<file path="src/rtl/uart_pkg.sv">
// Shared constants and state encoding for the UART-driven APB initiator.
// Contents:
//   CMD_WRITE / CMD_READ   - command bytes accepted from the host
//   RSP_OK / RSP_ERR / RSP_TMO - single-byte status responses
//   state_t                - bridge FSM states
package uart_pkg;

  localparam logic [7:0] CMD_WRITE = 8'h57;
  localparam logic [7:0] CMD_READ  = 8'h52;
  localparam logic [7:0] RSP_OK    = 8'h4B;
  localparam logic [7:0] RSP_ERR   = 8'h45;
  localparam logic [7:0] RSP_TMO   = 8'h54;

  typedef enum logic [2:0] {
    ST_IDLE,
    ST_ADDR,
    ST_WDATA,
    ST_SETUP,
    ST_ACCESS,
    ST_RESP
  } state_t;

endpackage

</file>
<file path="src/rtl/apb_uart_master_if.sv">
// APB bus bundle between the bridge core and the outside world.
// Signals: PADDR, PWDATA, PWRITE, PSEL, PENABLE (initiator -> target),
//          PRDATA, PREADY (target -> initiator).
// Modports: master (initiator side), slave (target side).
interface apb_uart_master_if;

  logic [31:0] PADDR;
  logic [31:0] PWDATA;
  logic        PWRITE;
  logic        PSEL;
  logic        PENABLE;
  logic [31:0] PRDATA;
  logic        PREADY;

  modport master (
    output PADDR, PWDATA, PWRITE, PSEL, PENABLE,
    input  PRDATA, PREADY
  );

  modport slave (
    input  PADDR, PWDATA, PWRITE, PSEL, PENABLE,
    output PRDATA, PREADY
  );

endinterface

</file>
<file path="src/rtl/apb_uart_master_core.sv">
// Bridge FSM: parses host command frames, runs one APB transfer, queues
// the response bytes for the UART transmitter.
// Ports:
//   clk, rst_i          - clock, synchronous active-high reset
//   rx_data/rx_valid/rx_perr - received byte stream
//   tx_data/tx_valid    - response byte offered to the transmitter
//   tx_done             - transmitter finished the offered byte
//   busy                - FSM not idle
//   apb                 - APB initiator side
module apb_uart_master_core
  import uart_pkg::*;
#(
  parameter int unsigned TIMEOUT_CYCLES = 1024
) (
  input  logic       clk,
  input  logic       rst_i,
  input  logic [7:0] rx_data,
  input  logic       rx_valid,
  input  logic       rx_perr,
  output logic [7:0] tx_data,
  output logic       tx_valid,
  input  logic       tx_done,
  output logic       busy,
  apb_uart_master_if.master apb
);

  state_t      state_q, state_d;
  logic [1:0]  cnt_q, cnt_d;
  logic [31:0] addr_q, addr_d;
  logic [31:0] wdata_q, wdata_d;
  logic        write_q, write_d;
  logic [31:0] rsp_q, rsp_d;
  logic [1:0]  last_q, last_d;
  logic [31:0] tmo_q, tmo_d;
  logic        psel, penable;

  always_ff @(posedge clk) begin
    if (rst_i) begin
      state_q <= ST_IDLE;
      cnt_q   <= '0;
      addr_q  <= '0;
      wdata_q <= '0;
      write_q <= 1'b0;
      rsp_q   <= '0;
      last_q  <= '0;
      tmo_q   <= '0;
    end else begin
      state_q <= state_d;
      cnt_q   <= cnt_d;
      addr_q  <= addr_d;
      wdata_q <= wdata_d;
      write_q <= write_d;
      rsp_q   <= rsp_d;
      last_q  <= last_d;
      tmo_q   <= tmo_d;
    end
  end

  always_comb begin
    state_d = state_q;
    cnt_d   = cnt_q;
    addr_d  = addr_q;
    wdata_d = wdata_q;
    write_d = write_q;
    rsp_d   = rsp_q;
    last_d  = last_q;
    tmo_d   = tmo_q;
    psel    = 1'b0;
    penable = 1'b0;
    unique case (state_q)
      ST_IDLE: begin
        if (rx_valid) begin
          cnt_d   = '0;
          addr_d  = '0;
          wdata_d = '0;
          if (!rx_perr && (rx_data == CMD_WRITE || rx_data == CMD_READ)) begin
            write_d = (rx_data == CMD_WRITE);
            state_d = ST_ADDR;
          end else begin
            rsp_d   = {24'h0, RSP_ERR};
            last_d  = '0;
            state_d = ST_RESP;
          end
        end
      end
      ST_ADDR, ST_WDATA: begin
        if (rx_valid) begin
          if (rx_perr) begin
            cnt_d   = '0;
            rsp_d   = {24'h0, RSP_ERR};
            last_d  = '0;
            state_d = ST_RESP;
          end else begin
            if (state_q == ST_ADDR) addr_d  = addr_q  | (32'(rx_data) << {cnt_q, 3'b000});
            else                    wdata_d = wdata_q | (32'(rx_data) << {cnt_q, 3'b000});
            cnt_d = cnt_q + 2'd1;
            if (cnt_q == 2'd3) begin
              if (state_q == ST_ADDR && write_q) state_d = ST_WDATA;
              else                               state_d = ST_SETUP;
            end
          end
        end
      end
      ST_SETUP: begin
        psel    = 1'b1;
        tmo_d   = '0;
        state_d = ST_ACCESS;
      end
      ST_ACCESS: begin
        psel    = 1'b1;
        penable = 1'b1;
        cnt_d   = '0;
        if (apb.PREADY) begin
          rsp_d   = write_q ? {24'h0, RSP_OK} : apb.PRDATA;
          last_d  = write_q ? 2'd0 : 2'd3;
          state_d = ST_RESP;
        end else if (tmo_q == 32'(TIMEOUT_CYCLES - 1)) begin
          rsp_d   = {24'h0, RSP_TMO};
          last_d  = '0;
          state_d = ST_RESP;
        end else begin
          tmo_d = tmo_q + 32'd1;
        end
      end
      ST_RESP: begin
        if (tx_done) begin
          if (cnt_q == last_q) begin
            cnt_d   = '0;
            state_d = ST_IDLE;
          end else begin
            cnt_d = cnt_q + 2'd1;
          end
        end
      end
      default: state_d = ST_IDLE;
    endcase
  end

  assign apb.PADDR   = addr_q;
  assign apb.PWDATA  = wdata_q;
  assign apb.PWRITE  = write_q;
  assign apb.PSEL    = psel;
  assign apb.PENABLE = penable;
  assign busy        = (state_q != ST_IDLE);
  assign tx_valid    = (state_q == ST_RESP);
  assign tx_data     = rsp_q[{cnt_q, 3'b000} +: 8];

endmodule

</file>
<file path="src/rtl/uart_rx.sv">
// UART receiver: 1 start, 8 data (LSB first), even parity, 1 stop.
// Ports:
//   clk        - clock
//   rstn_i     - synchronous active-low reset
//   clk_div_i  - clock cycles per bit
//   rx_i       - serial input (idle high)
//   data_o     - received byte, valid with valid_o
//   valid_o    - one-cycle pulse per received frame
//   perr_o     - parity mismatch flag for the frame flagged by valid_o
module uart_rx (
  input  logic        clk,
  input  logic        rstn_i,
  input  logic [31:0] clk_div_i,
  input  logic        rx_i,
  output logic [7:0]  data_o,
  output logic        valid_o,
  output logic        perr_o
);

  logic [1:0]  sync_q;
  logic        active_q;
  logic [31:0] cnt_q;
  logic [3:0]  nbit_q;
  logic [8:0]  sh_q;
  logic [31:0] tgt;

  // Bit 0 is the start-bit check at mid-bit; later bits sample one period apart.
  always_comb begin
    tgt = (nbit_q == 4'd0) ? (clk_div_i >> 1) : (clk_div_i - 32'd1);
  end

  always_ff @(posedge clk) begin
    if (!rstn_i) begin
      sync_q   <= '1;
      active_q <= 1'b0;
      cnt_q    <= '0;
      nbit_q   <= '0;
      sh_q     <= '0;
      data_o   <= '0;
      valid_o  <= 1'b0;
      perr_o   <= 1'b0;
    end else begin
      sync_q  <= {sync_q[0], rx_i};
      valid_o <= 1'b0;
      if (!active_q) begin
        if (!sync_q[1]) begin
          active_q <= 1'b1;
          cnt_q    <= '0;
          nbit_q   <= '0;
        end
      end else if (cnt_q == tgt) begin
        cnt_q <= '0;
        if (nbit_q == 4'd0) begin
          if (sync_q[1]) active_q <= 1'b0;
          else           nbit_q   <= 4'd1;
        end else if (nbit_q == 4'd10) begin
          // Stop-bit slot: sh_q holds {parity, data}.
          active_q <= 1'b0;
          valid_o  <= 1'b1;
          data_o   <= sh_q[7:0];
          perr_o   <= ^sh_q;
        end else begin
          sh_q   <= {sync_q[1], sh_q[8:1]};
          nbit_q <= nbit_q + 4'd1;
        end
      end else begin
        cnt_q <= cnt_q + 32'd1;
      end
    end
  end

endmodule

</file>
<file path="src/rtl/uart_tx.sv">
// UART transmitter: 1 start, 8 data (LSB first), even parity, 1 stop.
// Ports:
//   clk        - clock
//   rstn_i     - synchronous active-low reset
//   clk_div_i  - clock cycles per bit
//   data_i     - byte to send, sampled when a frame starts
//   valid_i    - request; a frame starts while idle and valid_i is high
//   done_o     - one-cycle pulse after the stop bit
//   tx_o       - serial output (idle high)
module uart_tx (
  input  logic        clk,
  input  logic        rstn_i,
  input  logic [31:0] clk_div_i,
  input  logic [7:0]  data_i,
  input  logic        valid_i,
  output logic        done_o,
  output logic        tx_o
);

  logic [10:0] sh_q;
  logic [31:0] cnt_q;
  logic [3:0]  nbit_q;
  logic        active_q;

  always_ff @(posedge clk) begin
    if (!rstn_i) begin
      sh_q     <= '1;
      cnt_q    <= '0;
      nbit_q   <= '0;
      active_q <= 1'b0;
      done_o   <= 1'b0;
    end else begin
      done_o <= 1'b0;
      if (!active_q) begin
        // Skip the cycle of done_o so the requester can retire the byte
        // before it is picked up a second time.
        if (valid_i && !done_o) begin
          sh_q     <= {1'b1, ^data_i, data_i, 1'b0};
          cnt_q    <= '0;
          nbit_q   <= '0;
          active_q <= 1'b1;
        end
      end else if (cnt_q == clk_div_i - 32'd1) begin
        cnt_q <= '0;
        sh_q  <= {1'b1, sh_q[10:1]};
        if (nbit_q == 4'd10) begin
          active_q <= 1'b0;
          done_o   <= 1'b1;
        end else begin
          nbit_q <= nbit_q + 4'd1;
        end
      end else begin
        cnt_q <= cnt_q + 32'd1;
      end
    end
  end

  assign tx_o = sh_q[0];

endmodule

</file>
<file path="src/rtl/apb_uart_master.sv">
// UART-commanded APB initiator (top level).
// Ports:
//   clk, rst_i    - clock, synchronous active-high reset
//   rx_i, tx_o    - host serial command / response lines
//   PADDR, PWDATA, PWRITE, PSEL, PENABLE - APB initiator outputs
//   PRDATA, PREADY - APB target inputs
//   busy_o        - bridge FSM not idle
module apb_uart_master #(
  parameter int unsigned TIMEOUT_CYCLES = 1024,
  parameter logic [31:0] CLK_DIV_RST    = 32'd868
) (
  input  logic        clk,
  input  logic        rst_i,
  input  logic        rx_i,
  output logic        tx_o,
  output logic [31:0] PADDR,
  output logic [31:0] PWDATA,
  output logic        PWRITE,
  output logic        PSEL,
  output logic        PENABLE,
  input  logic [31:0] PRDATA,
  input  logic        PREADY,
  output logic        busy_o
);

  logic [7:0] rx_data;
  logic       rx_valid;
  logic       rx_perr;
  logic [7:0] tx_data;
  logic       tx_valid;
  logic       tx_done;

  apb_uart_master_if apb ();

  uart_rx u_rx (
    .clk       (clk),
    .rstn_i    (~rst_i),
    .clk_div_i (CLK_DIV_RST),
    .rx_i      (rx_i),
    .data_o    (rx_data),
    .valid_o   (rx_valid),
    .perr_o    (rx_perr)
  );

  uart_tx u_tx (
    .clk       (clk),
    .rstn_i    (~rst_i),
    .clk_div_i (CLK_DIV_RST),
    .data_i    (tx_data),
    .valid_i   (tx_valid),
    .done_o    (tx_done),
    .tx_o      (tx_o)
  );

  apb_uart_master_core #(
    .TIMEOUT_CYCLES (TIMEOUT_CYCLES)
  ) u_core (
    .clk      (clk),
    .rst_i    (rst_i),
    .rx_data  (rx_data),
    .rx_valid (rx_valid),
    .rx_perr  (rx_perr),
    .tx_data  (tx_data),
    .tx_valid (tx_valid),
    .tx_done  (tx_done),
    .busy     (busy_o),
    .apb      (apb)
  );

  assign PADDR      = apb.PADDR;
  assign PWDATA     = apb.PWDATA;
  assign PWRITE     = apb.PWRITE;
  assign PSEL       = apb.PSEL;
  assign PENABLE    = apb.PENABLE;
  assign apb.PRDATA = PRDATA;
  assign apb.PREADY = PREADY;

endmodule

</file>
<file path="config.mk">
export PLATFORM = sky130hd
export DESIGN_NAME = apb_uart_master
export DESIGN_NICKNAME = d
export VERILOG_FILES = /design/src/rtl/uart_pkg.sv /design/src/rtl/apb_uart_master_if.sv /design/src/rtl/apb_uart_master_core.sv /design/src/rtl/uart_rx.sv /design/src/rtl/uart_tx.sv /design/src/rtl/apb_uart_master.sv
export SDC_FILE = /design/constraint.sdc
export NUM_CORES = 1
export LEC_CHECK = 0
export ABC_AREA = 1
export CORE_MARGIN = 2
export CORE_UTILIZATION = 40
export CTS_BUF_LIST = sky130_fd_sc_hd__clkbuf_4
export DETAILED_ROUTE_END_ITERATION = 8
export GPL_TIMING_DRIVEN = 0
export SLEW_MARGIN = 0
export SYNTH_ARGS = -nofsm -noshare
export SYNTH_HDL_FRONTEND = slang
export SYNTH_SLANG_ARGS = --single-unit
</file>
<file path="constraint.sdc">
create_clock -name clk -period 2.4 [get_ports clk]
set_input_delay 0.24 -clock clk [delete_from_list [all_inputs] [get_ports clk]]
set_output_delay 0.24 -clock clk [all_outputs]
set_load 0.05 [all_outputs]
</file>
==> impl_metrics.py <==
metrics = {
    "route": {
        "wl_um": 36100,
        "antenna_left": 0,
        "avgRoutedWirePerCell_um": 13.9,
        "drc": 0,
        "via_count": 12800,
        "drt_first_pass_iters": 5,
        "vias_per_cell": 4.93,
        "drt_iter0_drc": 713,
    },
    "min_path": {
        "whs_path_depth": 3,
        "holdCritStartpoint": "PRDATA[18]",
        "min_to": "u_core.rsp_q[18]",
        "hold_path_class": "input port to flip-flop",
    },
    "logic_synthesis": {
        "yosysSeqAreaShare_pct": 38.0,
        "ys.flop_type": "dfxtp_1",
        "synth_top_area_share_pct": 38.0,
        "synth_cells": 1976,
        "synth_nets": 2021,
        "yosys_register_bits": 241,
        "syn-cell-area_um2": 12700,
        "yosys-top-cells-area": "dfxtp_1 38%, nand2_1 17%, a21oi_1 8.4%",
        "yosysTopAreaCell": "dfxtp_1",
        "synth_warnings": 0,
        "synth-edff-count": 0,
        "postSynthAreaPerCell_um2": 6.43,
        "post-synth-top-count-cell": "nand2_1",
        "synth.cells.most_frequent": "581 x nand2_1, 243 x inv_1, 241 x dfxtp_1",
        "ys_types": 44,
        "async_reset_ff_share_pct": 0,
    },
    "global_routing": {
        "track_usage_pct": 21.8,
        "grt_pass1_vias": 12200,
        "antenna_found_initial": 1,
        "grt_pass1_wl_um": 59600,
        "grt_max_degree": 13,
        "grt-ovfl-total": 0,
    },
    "critical_path": {
        "worstPathArrival_ns": 2.09,
        "end_kind": "primary output",
        "critPathMaxFanout": 10,
        "ff2ff_setup_slack_ns": 0.18,
        "slowest_stage": "dfxtp_2",
        "critPathTopFamily": "buffers and inverters",
        "crit_path_cell_trace": "inv_2 -> nand2_4 -> nor2_4 -> inv_2 -> clkbuf_4 -> buf_6 -> nand2_2 -> buf_6",
        "ff2ff_path_depth": 12,
        "critPathRequiredTime_ns": 2.16,
        "cp_num_buf_inv": 5,
        "rr_endpoint": "u_core.tmo_q[25]",
        "critPathMaxStageDelay_ns": 0.35,
        "startpoint_type": "flip-flop",
        "reg2reg_from": "u_core.tmo_q[0]",
        "critical_path_class": "flip-flop to primary output",
    },
    "sta": {
        "skew_ns": 0.0708,
        "tightest_slew_ns": 0.945,
        "period_minus_slack_ns": 2.33,
        "relSlewSlack_pct": 37.0,
        "finalHoldViolCount": 0,
        "setup_violations": 0,
        "drv_slew": 0,
        "rsz0062_at_grt": "true",
        "max_freq_ghz": 0.429,
        "setup_ws_ns": 0.0692,
        "fin_crit_sh_pct": 97.1,
    },
    "place": {
        "post-dp-hpwl_um": 26800,
        "port-buffer-count": 103,
        "gp_congestion": 0.929,
        "pre_cts_slack_ns": -0.142,
    },
    "power_and_ir_drop": {
        "internal-power_mw": 6.18,
        "seq_power_share_pct": 47.8,
        "power.leakage_nw": 5.48,
        "switchingPower_mw": 2.36,
        "pwr-share-clk_pct": 43.8,
        "switching_share_pct": 27.7,
        "comb_power_share_pct": 8.4,
        "power_density_nw_per_um2": 565,
        "p_total_mw": 8.54,
        "ir_drop_mv": 0.299,
    },
    "floorplan": {
        "dieArea_um2": 33200,
        "rows": 65,
        "coreArea_um2": 31400,
        "die_w_um": 182,
        "die_h_um": 182,
        "start_util_pct": 40.5,
        "ios": 105,
    },
    "clock_tree": {
        "clockBufferDepth": 3,
        "cts.sinks": 241,
        "cts_tree": "done",
        "insertion_delay_ns": 0.70,
        "cts_inserted_buffers": 69,
        "htree_levels": 3,
        "hold_buffers": 0,
        "cts_root_buf": "clkbuf_4",
        "path_clk_slew_ns": 0.06,
    },
    "flow_run": {
        "maxCapViolations": 0,
    },
    "cells_and_area": {
        "filler_cell_count": 3342,
        "layout.nets": 2198,
        "areaGrowthSynthToFinish_pct": 19.1,
        "drive_above_1_share_pct": 8.52,
    },
    "outcome": {
        "outcome": "complete, no violations",
    },
}
## layout make-up
class / count / area [um2] / area share (%)
inverters: 248 / 933 / 6.17
plain buffers: 69 / 384 / 2.54
clock inverters: 23 / 149 / 0.985
flip-flops and latches: 241 / 4830 / 31.9
well taps: 402 / 503 / 3.33
diodes: 1 / 2.50 / 0.0166
multi-input cells: 1418 / 6590 / 43.6
clock buffers: 91 / 683 / 4.52
repair buffers: 106 / 1050 / 6.93
## flip-flops by register name, summed over array words and instances, names as in the netlist, 4 cells and up
register           count
u_core.apb.PWDATA     32
u_tx.nbit_q            4
u_rx.data_o            8
u_tx.cnt_q            32
u_core.rsp_q          32
u_core.tmo_q          32
u_rx.nbit_q            4
u_core.apb.PADDR      32
u_rx.cnt_q            32
u_rx.sh_q              9
u_tx.sh_q             10
## worst max path at each step
stage,start,end,slack (ns),cells after the start
2_1_floorplan,u_core.state_q[2],PSEL,0.41,6
3_3_place_gp,u_core.state_q[2],PSEL,-0.14,7
3_5_place_dp,u_core.state_q[2],PSEL,-0.14,7
4_1_cts,u_core.state_q[1],PSEL,-0.16,8
5_1_grt,u_core.state_q[1],PSEL,-0.04,8
6_report,u_core.state_q[1],PSEL,0.07,8
## power groups by stage
stage                     Clock, mW  Sequential, mW  Combinational, mW
final                          3.74            4.08              0.716
after global routing           4.07            4.08              0.792
after CTS                      3.85            4.08              0.702
after detailed placement          0            4.17              0.702
after global placement            0            4.17              0.700
after floorplan                   0            4.16              0.463
## per-stage QoR
step | cells | hold WS [ns] | area (um2) | setup TNS (ns) | utilization [%]
3_3_place_gp | 2481 | 0.391 | 14200 | -0.143 | 45.3
2_1_floorplan | 1976 | 0.344 | 12700 | 0 | -
3_5_place_dp | 2481 | 0.393 | 14200 | -0.142 | 45.3
4_1_cts | 2595 | 0.0987 | 15100 | -0.160 | 48.0
6_report | 2599 | 0.140 | 15100 | 0 | 48.2
5_1_grt | 2599 | 0.109 | 15100 | -0.0631 | 48.2
## metal layers
layer	share of wire, %	wire [um]	track usage (%)
met3	4.7	1710	3.79
met5	0	0	0
met1	46	16700	28.0
met2	47	17000	37.3
met4	1.9	687	6.71
## kinds of logic (layout without fill, tap and decap cells)
logic type	Yosys count	count (layout)	synth area share (%)
and+or+nand+nor	1095	1095	36.6
AOI/OAI and AO/OA	265	265	10.8
other	0	1	0
muxes	4	4	0.315
DFF	241	241	38.0
adders and majority gates	9	9	0.887
buffers and inverters	317	537	10.3
xor gates and xnor gates	45	45	3.10
## what timing repair did
item                                    CTS  global route
endpoints found under the setup margin    4            17
gates resized for setup                  13            14
setup buffers                             0             3
pin swaps                                 0             1
endpoints found under the hold margin     0             0
## cells in the final DEF, fill, tap and decap left out, types with 4 or more instances in the layout
master / count
buf_6: 6
nor4_1: 4
nor3_1: 44
buf_2: 10
inv_1: 242
xnor2_1: 20
nand4_1: 27
clkbuf_4: 92
nand3_1: 164
ha_1: 9
nor2_2: 4
a21oi_1: 212
clkdlybuf4s50_1: 99
nand2_1: 579
clkbuf_1: 33
buf_4: 17
or2_2: 13
nand2_2: 9
mux2i_1: 4
nor2_1: 229
nand3b_1: 5
dfxtp_1: 239
inv_2: 4
o211ai_1: 5
clkinv_1: 13
o21ai_0: 38
buf_1: 5
xor2_1: 25
## tightest hold or removal path, delay by kind of cell
| family | cells | cell delay (ns) |
|---|---|---|
| compound gates | 1 | 0.05 |
| buf+inv | 1 | 0.40 |
| simple gates | 1 | 0.06 |
Note: power is estimated with default switching activity, not from simulation.
